--- config.mk ---
export PLATFORM = sky130hd
export DESIGN_NAME = ex_muldiv_unit
export DESIGN_NICKNAME = d
export VERILOG_FILES = /design/src/rtl/ex_muldiv_unit_pkg.sv /design/src/rtl/ex_muldiv_unit_div_core.sv /design/src/rtl/ex_muldiv_unit.sv
export SDC_FILE = /design/constraint.sdc
export NUM_CORES = 1
export LEC_CHECK = 0
export CORE_MARGIN = 2
export CORE_UTILIZATION = 54
export CTS_CLUSTER_DIAMETER = 100
export DETAILED_ROUTE_END_ITERATION = 8
export PLACE_DENSITY = 0.83
export SKIP_LAST_GASP = 1
export SYNTH_ARGS = -nofsm -noshare
export SYNTH_HDL_FRONTEND = slang
export SYNTH_SLANG_ARGS = --single-unit
export TNS_END_PERCENT = 1
--- constraint.sdc ---
create_clock -name clk -period 5.85 [get_ports clk]
set_clock_uncertainty 0.15 [all_clocks]
set_input_delay 1.17 -clock clk [delete_from_list [all_inputs] [get_ports clk]]
set_output_delay 1.17 -clock clk [all_outputs]
set_load 0.02 [all_outputs]
--- src/rtl/ex_muldiv_unit_pkg.sv ---
`default_nettype none
// +------------------------------------------------------------------------+
// | Module  : ex_muldiv_unit_pkg                                           |
// | Purpose : Shared M-extension op codes and multiply/divide FSM state    |
// |           encodings used by the EX-stage multiply/divide unit.         |
// | Ports   : none (package)                                               |
// | Rev     : 1.0  initial release                                         |
// +------------------------------------------------------------------------+
package ex_muldiv_unit_pkg;

  // M-extension operation codes as carried on op_i
  localparam logic [2:0] MD_MUL    = 3'd0;
  localparam logic [2:0] MD_MULH   = 3'd1;
  localparam logic [2:0] MD_MULHSU = 3'd2;
  localparam logic [2:0] MD_MULHU  = 3'd3;
  localparam logic [2:0] MD_DIV    = 3'd4;
  localparam logic [2:0] MD_DIVU   = 3'd5;
  localparam logic [2:0] MD_REM    = 3'd6;
  localparam logic [2:0] MD_REMU   = 3'd7;

  typedef enum logic [2:0] {
    ST_IDLE = 3'd0,
    ST_MUL  = 3'd1,
    ST_DIV  = 3'd2,
    ST_FIX  = 3'd3,
    ST_DONE = 3'd4
  } md_state_e;

  function automatic logic md_is_div(input logic [2:0] op);
    return (op == MD_DIV) || (op == MD_DIVU) || (op == MD_REM) || (op == MD_REMU);
  endfunction

endpackage

`default_nettype wire

--- src/rtl/ex_muldiv_unit_div_core.sv ---
`default_nettype none
// +------------------------------------------------------------------------+
// | Module  : ex_muldiv_unit_div_core                                      |
// | Purpose : Restoring unsigned divider datapath, one quotient bit per    |
// |           step. Operands are magnitudes; signs are handled by the top. |
// | Ports   : clk, reset_n (async, active-low)                             |
// |           load_i      - capture dividend/divisor, clear remainder      |
// |           step_i      - perform one restoring iteration                |
// |           dividend_i, divisor_i [XLEN]                                 |
// |           quotient_o, remainder_o [XLEN] - valid after XLEN steps      |
// | Rev     : 1.0  initial release                                         |
// +------------------------------------------------------------------------+
module ex_muldiv_unit_div_core #(
  parameter int XLEN = 32
) (
  input  logic            clk,
  input  logic            reset_n,
  input  logic            load_i,
  input  logic            step_i,
  input  logic [XLEN-1:0] dividend_i,
  input  logic [XLEN-1:0] divisor_i,
  output logic [XLEN-1:0] quotient_o,
  output logic [XLEN-1:0] remainder_o
);

  logic [XLEN-1:0] quo_q, quo_d;
  logic [XLEN-1:0] rem_q, rem_d;
  logic [XLEN-1:0] dvsr_q, dvsr_d;
  logic [XLEN:0]   trial;

  always_comb begin
    quo_d  = quo_q;
    rem_d  = rem_q;
    dvsr_d = dvsr_q;
    // Partial remainder shifted left with the next dividend bit brought in
    trial  = {rem_q, quo_q[XLEN-1]};
    if (load_i) begin
      quo_d  = dividend_i;
      rem_d  = '0;
      dvsr_d = divisor_i;
    end else if (step_i) begin
      quo_d = {quo_q[XLEN-2:0], 1'b0};
      // rem_q < divisor, so a successful subtraction always fits in XLEN bits
      if (trial >= {1'b0, dvsr_q}) begin
        rem_d    = trial[XLEN-1:0] - dvsr_q;
        quo_d[0] = 1'b1;
      end else begin
        rem_d = trial[XLEN-1:0];
      end
    end
  end

  always_ff @(posedge clk or negedge reset_n) begin
    if (!reset_n) begin
      quo_q  <= '0;
      rem_q  <= '0;
      dvsr_q <= '0;
    end else begin
      quo_q  <= quo_d;
      rem_q  <= rem_d;
      dvsr_q <= dvsr_d;
    end
  end

  assign quotient_o  = quo_q;
  assign remainder_o = rem_q;

endmodule

`default_nettype wire

--- src/rtl/ex_muldiv_unit.sv ---
`default_nettype none
// +------------------------------------------------------------------------+
// | Module  : ex_muldiv_unit                                               |
// | Purpose : Iterative RV32M multiply/divide unit for the EX stage.       |
// |           Multiply: radix-2 shift-add, 32 iterations.                  |
// |           Divide  : restoring division on magnitudes plus sign fix-up, |
// |                     present only when MULDIV_DIV_EN is defined;        |
// |                     otherwise divide ops complete with result 0.       |
// | Ports   : clk, reset_n (async, active-low)                             |
// |           start_i, op_i[3], op_a_i/op_b_i[XLEN], flush_i               |
// |           busy_o (stall), valid_o (1-cycle pulse), result_o[XLEN]      |
// | Config  : MULDIV_DIV_EN - include the divider                          |
// | Rev     : 1.0  initial release                                         |
// +------------------------------------------------------------------------+
module ex_muldiv_unit
  import ex_muldiv_unit_pkg::*;
#(
  parameter int XLEN = 32
) (
  input  logic            clk,
  input  logic            reset_n,
  input  logic            start_i,
  input  logic [2:0]      op_i,
  input  logic [XLEN-1:0] op_a_i,
  input  logic [XLEN-1:0] op_b_i,
  input  logic            flush_i,
  output logic            busy_o,
  output logic            valid_o,
  output logic [XLEN-1:0] result_o
);

  localparam int CNT_W = $clog2(XLEN);
  localparam logic [CNT_W-1:0] CNT_LAST = CNT_W'(XLEN - 1);

  md_state_e         state_q, state_d;
  logic [2:0]        op_q, op_d;
  logic [2*XLEN-1:0] mcand_q, mcand_d;
  logic [XLEN-1:0]   mplier_q, mplier_d;
  logic [2*XLEN-1:0] acc_q, acc_d;
  logic              b_signed_q, b_signed_d;
  logic [CNT_W-1:0]  cnt_q, cnt_d;
  logic [XLEN-1:0]   res_q, res_d;       // result of the op currently finishing
  logic [XLEN-1:0]   result_q, result_d; // last result delivered with valid_o

  logic              a_sext, b_sext;
  logic [2*XLEN-1:0] partial;

`ifdef MULDIV_DIV_EN
  logic            fast_q, fast_d;
  logic            neg_quo_q, neg_quo_d;
  logic            neg_rem_q, neg_rem_d;
  logic            div_load, div_step;
  logic            div_signed, a_neg, b_neg;
  logic [XLEN-1:0] div_dividend, div_divisor;
  logic [XLEN-1:0] div_quo, div_rem;

  ex_muldiv_unit_div_core #(.XLEN(XLEN)) u_div_core (
    .clk         (clk),
    .reset_n     (reset_n),
    .load_i      (div_load),
    .step_i      (div_step),
    .dividend_i  (div_dividend),
    .divisor_i   (div_divisor),
    .quotient_o  (div_quo),
    .remainder_o (div_rem)
  );
`endif

  always_comb begin
    state_d    = state_q;
    op_d       = op_q;
    mcand_d    = mcand_q;
    mplier_d   = mplier_q;
    acc_d      = acc_q;
    b_signed_d = b_signed_q;
    cnt_d      = cnt_q;
    res_d      = res_q;
    result_d   = result_q;
    busy_o     = 1'b0;
    valid_o    = 1'b0;
    a_sext     = 1'b0;
    b_sext     = 1'b0;
    partial    = '0;
`ifdef MULDIV_DIV_EN
    fast_d       = fast_q;
    neg_quo_d    = neg_quo_q;
    neg_rem_d    = neg_rem_q;
    div_load     = 1'b0;
    div_step     = 1'b0;
    div_signed   = (op_i == MD_DIV) || (op_i == MD_REM);
    a_neg        = div_signed && op_a_i[XLEN-1];
    b_neg        = div_signed && op_b_i[XLEN-1];
    div_dividend = a_neg ? -op_a_i : op_a_i;
    div_divisor  = b_neg ? -op_b_i : op_b_i;
`endif

    case (state_q)
      ST_IDLE: begin
        if (start_i && !flush_i) begin
          busy_o = 1'b1;
          op_d   = op_i;
          cnt_d  = '0;
          acc_d  = '0;
          if (!md_is_div(op_i)) begin
            a_sext     = (op_i != MD_MULHU);
            b_sext     = (op_i == MD_MUL) || (op_i == MD_MULH);
            mcand_d    = {{XLEN{a_sext & op_a_i[XLEN-1]}}, op_a_i};
            mplier_d   = op_b_i;
            b_signed_d = b_sext;
            state_d    = ST_MUL;
          end else begin
`ifdef MULDIV_DIV_EN
            neg_quo_d = a_neg ^ b_neg;
            neg_rem_d = a_neg;
            if (op_b_i == '0) begin
              fast_d  = 1'b1;
              res_d   = ((op_i == MD_REM) || (op_i == MD_REMU)) ? op_a_i : '1;
              state_d = ST_FIX;
            end else if (div_signed && (op_a_i == {1'b1, {(XLEN-1){1'b0}}}) &&
                         (op_b_i == '1)) begin
              // Signed overflow: quotient saturates to the dividend itself
              fast_d  = 1'b1;
              res_d   = (op_i == MD_REM) ? '0 : op_a_i;
              state_d = ST_FIX;
            end else begin
              fast_d   = 1'b0;
              div_load = 1'b1;
              state_d  = ST_DIV;
            end
`else
            res_d   = '0;
            state_d = ST_FIX;
`endif
          end
        end
      end

      ST_MUL: begin
        busy_o = 1'b1;
        if (flush_i) begin
          state_d = ST_IDLE;
        end else begin
          partial = mplier_q[0] ? mcand_q : '0;
          // A signed multiplier's top bit carries weight -2^(XLEN-1)
          if ((cnt_q == CNT_LAST) && b_signed_q) begin
            acc_d = acc_q - partial;
          end else begin
            acc_d = acc_q + partial;
          end
          mcand_d  = mcand_q << 1;
          mplier_d = mplier_q >> 1;
          cnt_d    = cnt_q + 1'b1;
          if (cnt_q == CNT_LAST) begin
            res_d   = (op_q == MD_MUL) ? acc_d[XLEN-1:0] : acc_d[2*XLEN-1:XLEN];
            state_d = ST_DONE;
          end
        end
      end

`ifdef MULDIV_DIV_EN
      ST_DIV: begin
        busy_o = 1'b1;
        if (flush_i) begin
          state_d = ST_IDLE;
        end else begin
          div_step = 1'b1;
          cnt_d    = cnt_q + 1'b1;
          if (cnt_q == CNT_LAST) begin
            state_d = ST_FIX;
          end
        end
      end
`endif

      ST_FIX: begin
        busy_o = 1'b1;
        if (flush_i) begin
          state_d = ST_IDLE;
        end else begin
`ifdef MULDIV_DIV_EN
          if (!fast_q) begin
            if ((op_q == MD_REM) || (op_q == MD_REMU)) begin
              res_d = neg_rem_q ? -div_rem : div_rem;
            end else begin
              res_d = neg_quo_q ? -div_quo : div_quo;
            end
          end
`endif
          state_d = ST_DONE;
        end
      end

      ST_DONE: begin
        valid_o = !flush_i;
        if (!flush_i) begin
          result_d = res_q;
        end
        state_d = ST_IDLE;
      end

      default: state_d = ST_IDLE;
    endcase
  end

  // The finishing result is presented in the DONE cycle itself; a flush in
  // that cycle keeps the previously delivered value on the output.
  assign result_o = ((state_q == ST_DONE) && !flush_i) ? res_q : result_q;

  always_ff @(posedge clk or negedge reset_n) begin
    if (!reset_n) begin
      state_q    <= ST_IDLE;
      op_q       <= '0;
      mcand_q    <= '0;
      mplier_q   <= '0;
      acc_q      <= '0;
      b_signed_q <= 1'b0;
      cnt_q      <= '0;
      res_q      <= '0;
      result_q   <= '0;
    end else begin
      state_q    <= state_d;
      op_q       <= op_d;
      mcand_q    <= mcand_d;
      mplier_q   <= mplier_d;
      acc_q      <= acc_d;
      b_signed_q <= b_signed_d;
      cnt_q      <= cnt_d;
      res_q      <= res_d;
      result_q   <= result_d;
    end
  end

`ifdef MULDIV_DIV_EN
  always_ff @(posedge clk or negedge reset_n) begin
    if (!reset_n) begin
      fast_q    <= 1'b0;
      neg_quo_q <= 1'b0;
      neg_rem_q <= 1'b0;
    end else begin
      fast_q    <= fast_d;
      neg_quo_q <= neg_quo_d;
      neg_rem_q <= neg_rem_d;
    end
  end
`endif

endmodule

`default_nettype wire

==> results.yml, run 1 <==
sta:
  clock.fmax_mhz: 178.4
  finalSetupViolCount: 0
  drv_slew: 0
  slew_headroom: 0.1208
  period_share: 0.9583
  finalCriticalPeriod_ps: 5606
  worst-slew-pin-transition_ps: 1317
  layout_setup_ws_ps: 243.8
  rsz0062_at_grt: "yes"
  hold_viol_final: 0
setup_path:
  startpoint_type: "register"
  cpMaxStageDelayCell: "dfrtp_1"
  path_class: "reg2reg"
  ff2ff_path_depth: 22
  worst_setup_path_end_kind: "register"
  path_buf_inv: 3
  critPathArrivalTime_ps: 5870
  slowest_delay_ps: 430
  cp_max_fo: 12
  required_ps: 6110
  crit_chain: "nor4_1 -> buf_4 -> nand4bb_1 -> o21ai_0 -> and2_1 -> a21boi_2 -> buf_4 -> a21oi_1 -> nand3_1 -> o311ai_0 -> buf_4 -> ha_1 -> a211o_1 -> a21oi_1 -> o21a_1 -> o221ai_1 -> a21o_1 -> a211oi_4 -> o21ai_1 -> and4_1 -> a311oi_1 -> a21oi_1"
  cp.depth: 22
  critPathTopFamily: "compound AO/OA/AOI/OAI gates"
cells_and_area:
  nFillCells: 2320
  ff_latch_area_um2: 5907
  drive_gt1_frac: 0.07865
  nets: 1949
  multi_input_area_um2: 8862
  diodes: 0
  synthToLayoutAreaGrowth_pct: 15.47
clock_tree:
  cts_hold_buf: 0
  cts_setup_buffers: 0
  numCtsBuffers: 27
  clk_pin_slew_ps: 60
  cts_sinks: 236
  cts_tree: "built"
  clk_path_buf_depth: 3
  htreeDepth: 1
  insertion_delay_ps: 550
  ctsRootBufferMaster: "clkbuf_16"
  ctsResizeCount: 0
grt:
  grt_busiest_layer: "met2"
  antenna_found_initial: 1
  grt_pass1_vias: 13490
  grt_remaining_overflow: 0
  grt_max_degree: 112
  grt_util_met1: 0.4555
  grt_pass1_wl_mm: 74.78
  grt_use_total: 0.3198
  grtUsageMet2: 0.4987
  grt_use_met3: 0.05402
yosys:
  synth_ff_type: "dfrtp_1"
  ys.warnings.count: 0
  ys_types: 73
  yosysSeqAreaShare: 0.3865
  syn-instance-count: 1765
  synth.cell_area_um2: 15280
  async_flop_share: 1.000
  ys_ff_latch: 236
  synth_edf_count: 0
  synth.avg_cell_area_um2: 8.657
  synth_nets: 1903
floorplanning:
  ioPinCount: 105
  dieWidth_um: 172.2
  std_cell_rows: 61
  chipHeight_um: 172.2
  die-area_um2: 29660
  start_util: 0.5485
  core_um2: 27860
place:
  gp_congestion: 0.9724
  port_buffers: 104
  dp_hpwl_mm: 34.45
  place_ws_ps: 248.5
detailed_routing:
  drtAntennaViolNets: 0
  wl_per_cell_um: 21.21
  dr.pass1.iters: 5
  via_per_inst: 6.400
  drt_iter0_markers: 1576
  drc_errors: 0
  routed_wl_mm: 46.86
  num_vias: 14140
min_path:
  whs_path_depth: 2
  hold_class: "reg2reg"
run:
  drv_cap: 0
run_status:
  status: "finished, final reports clean"
==> tightest hold or removal path, stage by stage, from the launching register on <==
cell and delay (ps):
dfrtp_1 340, nand2_1 50, o21ai_0 60
==> cells in the mapped netlist (40+ instances only) <==
| library cell | count | area share |
|---|---|---|
| a22o_1 | 40 | 0.023 |
| a21o_1 | 40 | 0.020 |
| o21ai_0 | 186 | 0.061 |
| xor2_1 | 40 | 0.023 |
| mux2i_1 | 73 | 0.048 |
| a21oi_1 | 134 | 0.044 |
| xnor2_1 | 61 | 0.035 |
| nand2_1 | 279 | 0.069 |
| nor2_1 | 99 | 0.024 |
| dfrtp_1 | 236 | 0.39 |
| ha_1 | 66 | 0.054 |
| clkbuf_1 | 99 | 0.024 |
| nand3_1 | 43 | 0.014 |
==> metrics by stage <==
stage	std cells	area, um2	TNS (ps)	util	hold slack (ps)
6_report	2209	17640	0	0.6333	327.5
2_1_floorplan	1765	15280	0	-	294.4
4_1_cts	2209	17630	0	0.6327	333.1
5_1_grt	2209	17640	-34.17	0.6333	346.3
3_3_place_gp	2160	16660	0	0.5981	311.7
3_5_place_dp	2160	16660	0	0.5981	317.2
==> cell type report <==
cell class                      instances  share of cell area
Inverter                               20            0.004255
Sequential cell                       236              0.3348
Multi-Input combinational cell       1385              0.5023
Timing Repair Buffer                  141             0.07716
Clock inverter                         12             0.01028
Clock buffer                           37             0.04439
Tap cell                              378             0.02681
==> registers in the layout (all words and copies together), names as in the netlist <==
signal and cells:
acc_q 64, mcand_q 64, mplier_q 32, res_q 32, result_q 32, cnt_q 5
op_q 3, state_q 3, b_signed_q 1
==> layout by cell type, fill, tap and decap left out, drive strengths merged, types with 8 or more instances in the layout <==
master	n
a21oi	136
and2	10
nand2	280
a21o	40
nand2b	9
nand4	27
buf	38
o31ai	8
nor2	99
nor3	22
and3	10
inv	21
mux2i	73
xnor2	62
clkbuf	37
o221ai	15
nand3	44
a31oi	21
or3	15
ha	66
mux2	34
o21bai	15
a22o	40
dfrtp	236
o311ai	11
xor2	40
o21ai	195
a211oi	12
nor4	19
o211ai	16
clkdlybuf4s50	103
==> logic make-up after synthesis <==
logic type / Yosys count / synth area share
AO/OA/AOI/OAI: 554 / 0.2259
buffers and inverters: 144 / 0.03652
XOR/XNOR: 102 / 0.05896
adder cells (fa/ha/maj): 67 / 0.05536
AND/OR/NAND/NOR: 555 / 0.1639
flip-flops: 236 / 0.3865
multiplexers: 107 / 0.07288
==> final timing paths <==
path | startpoint | endpoint | slack [ps]
setup / recovery | mcand_q[11] | res_q[31] | 240
hold / removal | mplier_q[1] | mplier_q[1] | 330
setup reg to reg | mcand_q[11] | res_q[31] | 240
hold reg to reg | mplier_q[1] | mplier_q[1] | 330
max in group asynchronous | reset_n | mplier_q[0] | 4000
min in group asynchronous | reset_n | result_q[8] | 440
==> layer usage <==
metal	wire [um]	vias to the layer above	part of all wire
li1	-	6488	-
met1	20430	6886	0.44
met2	20880	664	0.45
met3	3846	97	0.082
met4	1687	2	0.036
met5	13	-	0.00028
Power of run 1 is not shown: default switching activity piles up to over one toggle a cycle in this logic, so the estimate is an artifact.
==> run 2, diff against run 1 <==
--- a/config.mk
+++ b/config.mk
@@ -9,6 +9,7 @@
 export CORE_UTILIZATION = 54
 export CTS_CLUSTER_DIAMETER = 100
 export DETAILED_ROUTE_END_ITERATION = 8
+export GPL_ROUTABILITY_DRIVEN = 0
 export PLACE_DENSITY = 0.83
 export SKIP_LAST_GASP = 1
 export SYNTH_ARGS = -nofsm -noshare
==> run 2 against run 1 <==
Worst setup slack better by 43 ps. First-iteration DRC count is 13% higher. Hold slack worse by 1.1 ps. Critical path depth is 5 lower. Wire length is 6.7% lower. Critical path type unchanged.
==> results.yml, run 2 (same netlist as run 1, synthesis figures left out) <==
clock_tree:
  ctsRootBufferMaster: "clkbuf_16"
  clk_path_buf_depth: 3
  numCtsBuffers: 26
  htreeDepth: 1
  cts_hold_buf: 0
  insertion_delay_ps: 540
  cts_sinks: 236
  ctsResizeCount: 0
  cts_tree: "built"
  cts_setup_buffers: 0
  clk_pin_slew_ps: 60
run_status:
  status: "finished, final reports clean"
detailed_routing:
  routed_wl_mm: 43.73
  wl_per_cell_um: 19.88
  num_vias: 14170
  drt_iter0_markers: 1779
  via_per_inst: 6.442
  drc_errors: 0
  dr.pass1.iters: 6
  drtAntennaViolNets: 0
setup_path:
  cp_max_fo: 12
  required_ps: 6150
  startpoint_type: "register"
  critPathArrivalTime_ps: 5870
  worst_setup_path_end_kind: "register"
  path_class: "reg2reg"
place:
  dp_hpwl_mm: 32.44
  port_buffers: 104
run:
  drv_cap: 0
cells_and_area:
  mostFrequentLayoutCell: "nand2_1"
  synthToLayoutAreaGrowth_pct: 14.44
  final_cell_mix: "nand2_1 (277), dfrtp_1 (235), o21ai_0 (185)"
  nets: 1940
  drive_gt1_frac: 0.07414
  reg.largest.list: "acc_q: 64 flops, mcand_q: 64 flops"
sta:
  slew_headroom: 0.2978
  rsz0062_at_grt: "yes"
  clock.fmax_mhz: 179.8
  drv_slew: 0
  finalSetupViolCount: 0
  period_share: 0.9510
  finalCriticalPeriod_ps: 5563
  hold_slack_ps: 326.4
  hold_viol_final: 0
  worst-slew-pin-transition_ps: 1051
grt:
  grt_pass1_vias: 13060
  grt_remaining_overflow: 0
  grt_max_degree: 82
  grt_pass1_wl_mm: 69.67
  grt_use_total: 0.2962
  antenna_found_initial: 0
floorplanning:
  dieWidth_um: 172.2
  chipHeight_um: 172.2
  ioPinCount: 105
  die-area_um2: 29660
  std_cell_rows: 61
  start_util: 0.5485
  core_um2: 27860
min_path:
  hold_class: "reg2reg"
## run 2: cell types whose count changed in the layout (fill, tap and decap cells not counted), sizes merged
cell,delta
buf,-8
diode,+1
bufinv,-1
inv,+2
clkbuf,-6
clkinvlp,+4
clkinv,-1
## run 2: final timing paths
| check | start | end | slack (ps) | cells after the start |
|---|---|---|---|---|
| max in group asynchronous | reset_n | result_q[22] | 3940 | 2 |
| worst max-delay path | cnt_q[0] | res_q[15] | 290 | 17 |
| worst min register to register | res_q[1] | res_q[1] | 330 | 2 |
| min in group asynchronous | reset_n | result_q[10] | 460 | 1 |
| worst min-delay path | res_q[1] | res_q[1] | 330 | 2 |
| worst max register to register | cnt_q[0] | res_q[15] | 290 | 17 |
## run 2: critical path, stage by stage, from the launching register on
cell      delay (ps)
dfrtp_1          410
ha_1             230
and3_1           190
ha_1             260
and2_1           280
buf_4            220
nor2_1           570
xor2_1           230
ha_1             420
inv_1            120
nor4b_1          500
o211ai_1         330
nand3_1          300
a21o_1           210
a211oi_1         110
xnor2_1          520
mux2i_1          200
o21ai_0          200
## run 2: per-stage QoR
step	utilization	setup TNS, ps	std cells	area (um2)	setup slack (ps)
floorplan	-	0	1765	15280	137.0
global placement	0.5951	0	2152	16580	626.8
detailed placement	0.5951	0	2152	16580	542.5
CTS	0.6273	0	2199	17470	517.2
global route	0.6276	-15.91	2199	17480	-8.802
finish	0.6277	0	2200	17490	286.8
## run 2: layout make-up
type,instances,area [um2]
Multi-Input combinational cell,1385,8855
Clock buffer,31,710.7
Timing Repair Buffer,133,1276
Inverter,20,75.07
Fill cell,2303,10370
Tap cell,378,473.0
Clock inverter,16,186.4
Antenna cell,1,2.502
Sequential cell,236,5907
## run 2: layer usage
metal,share of wire,global-route usage,routed length [um]
met3,0.11,0.05814,4796
met1,0.42,0.4241,18490
met5,0,0,0
met4,0.047,0.1180,2040
met2,0.42,0.4425,18400
Power of run 2 is left out for the same reason.
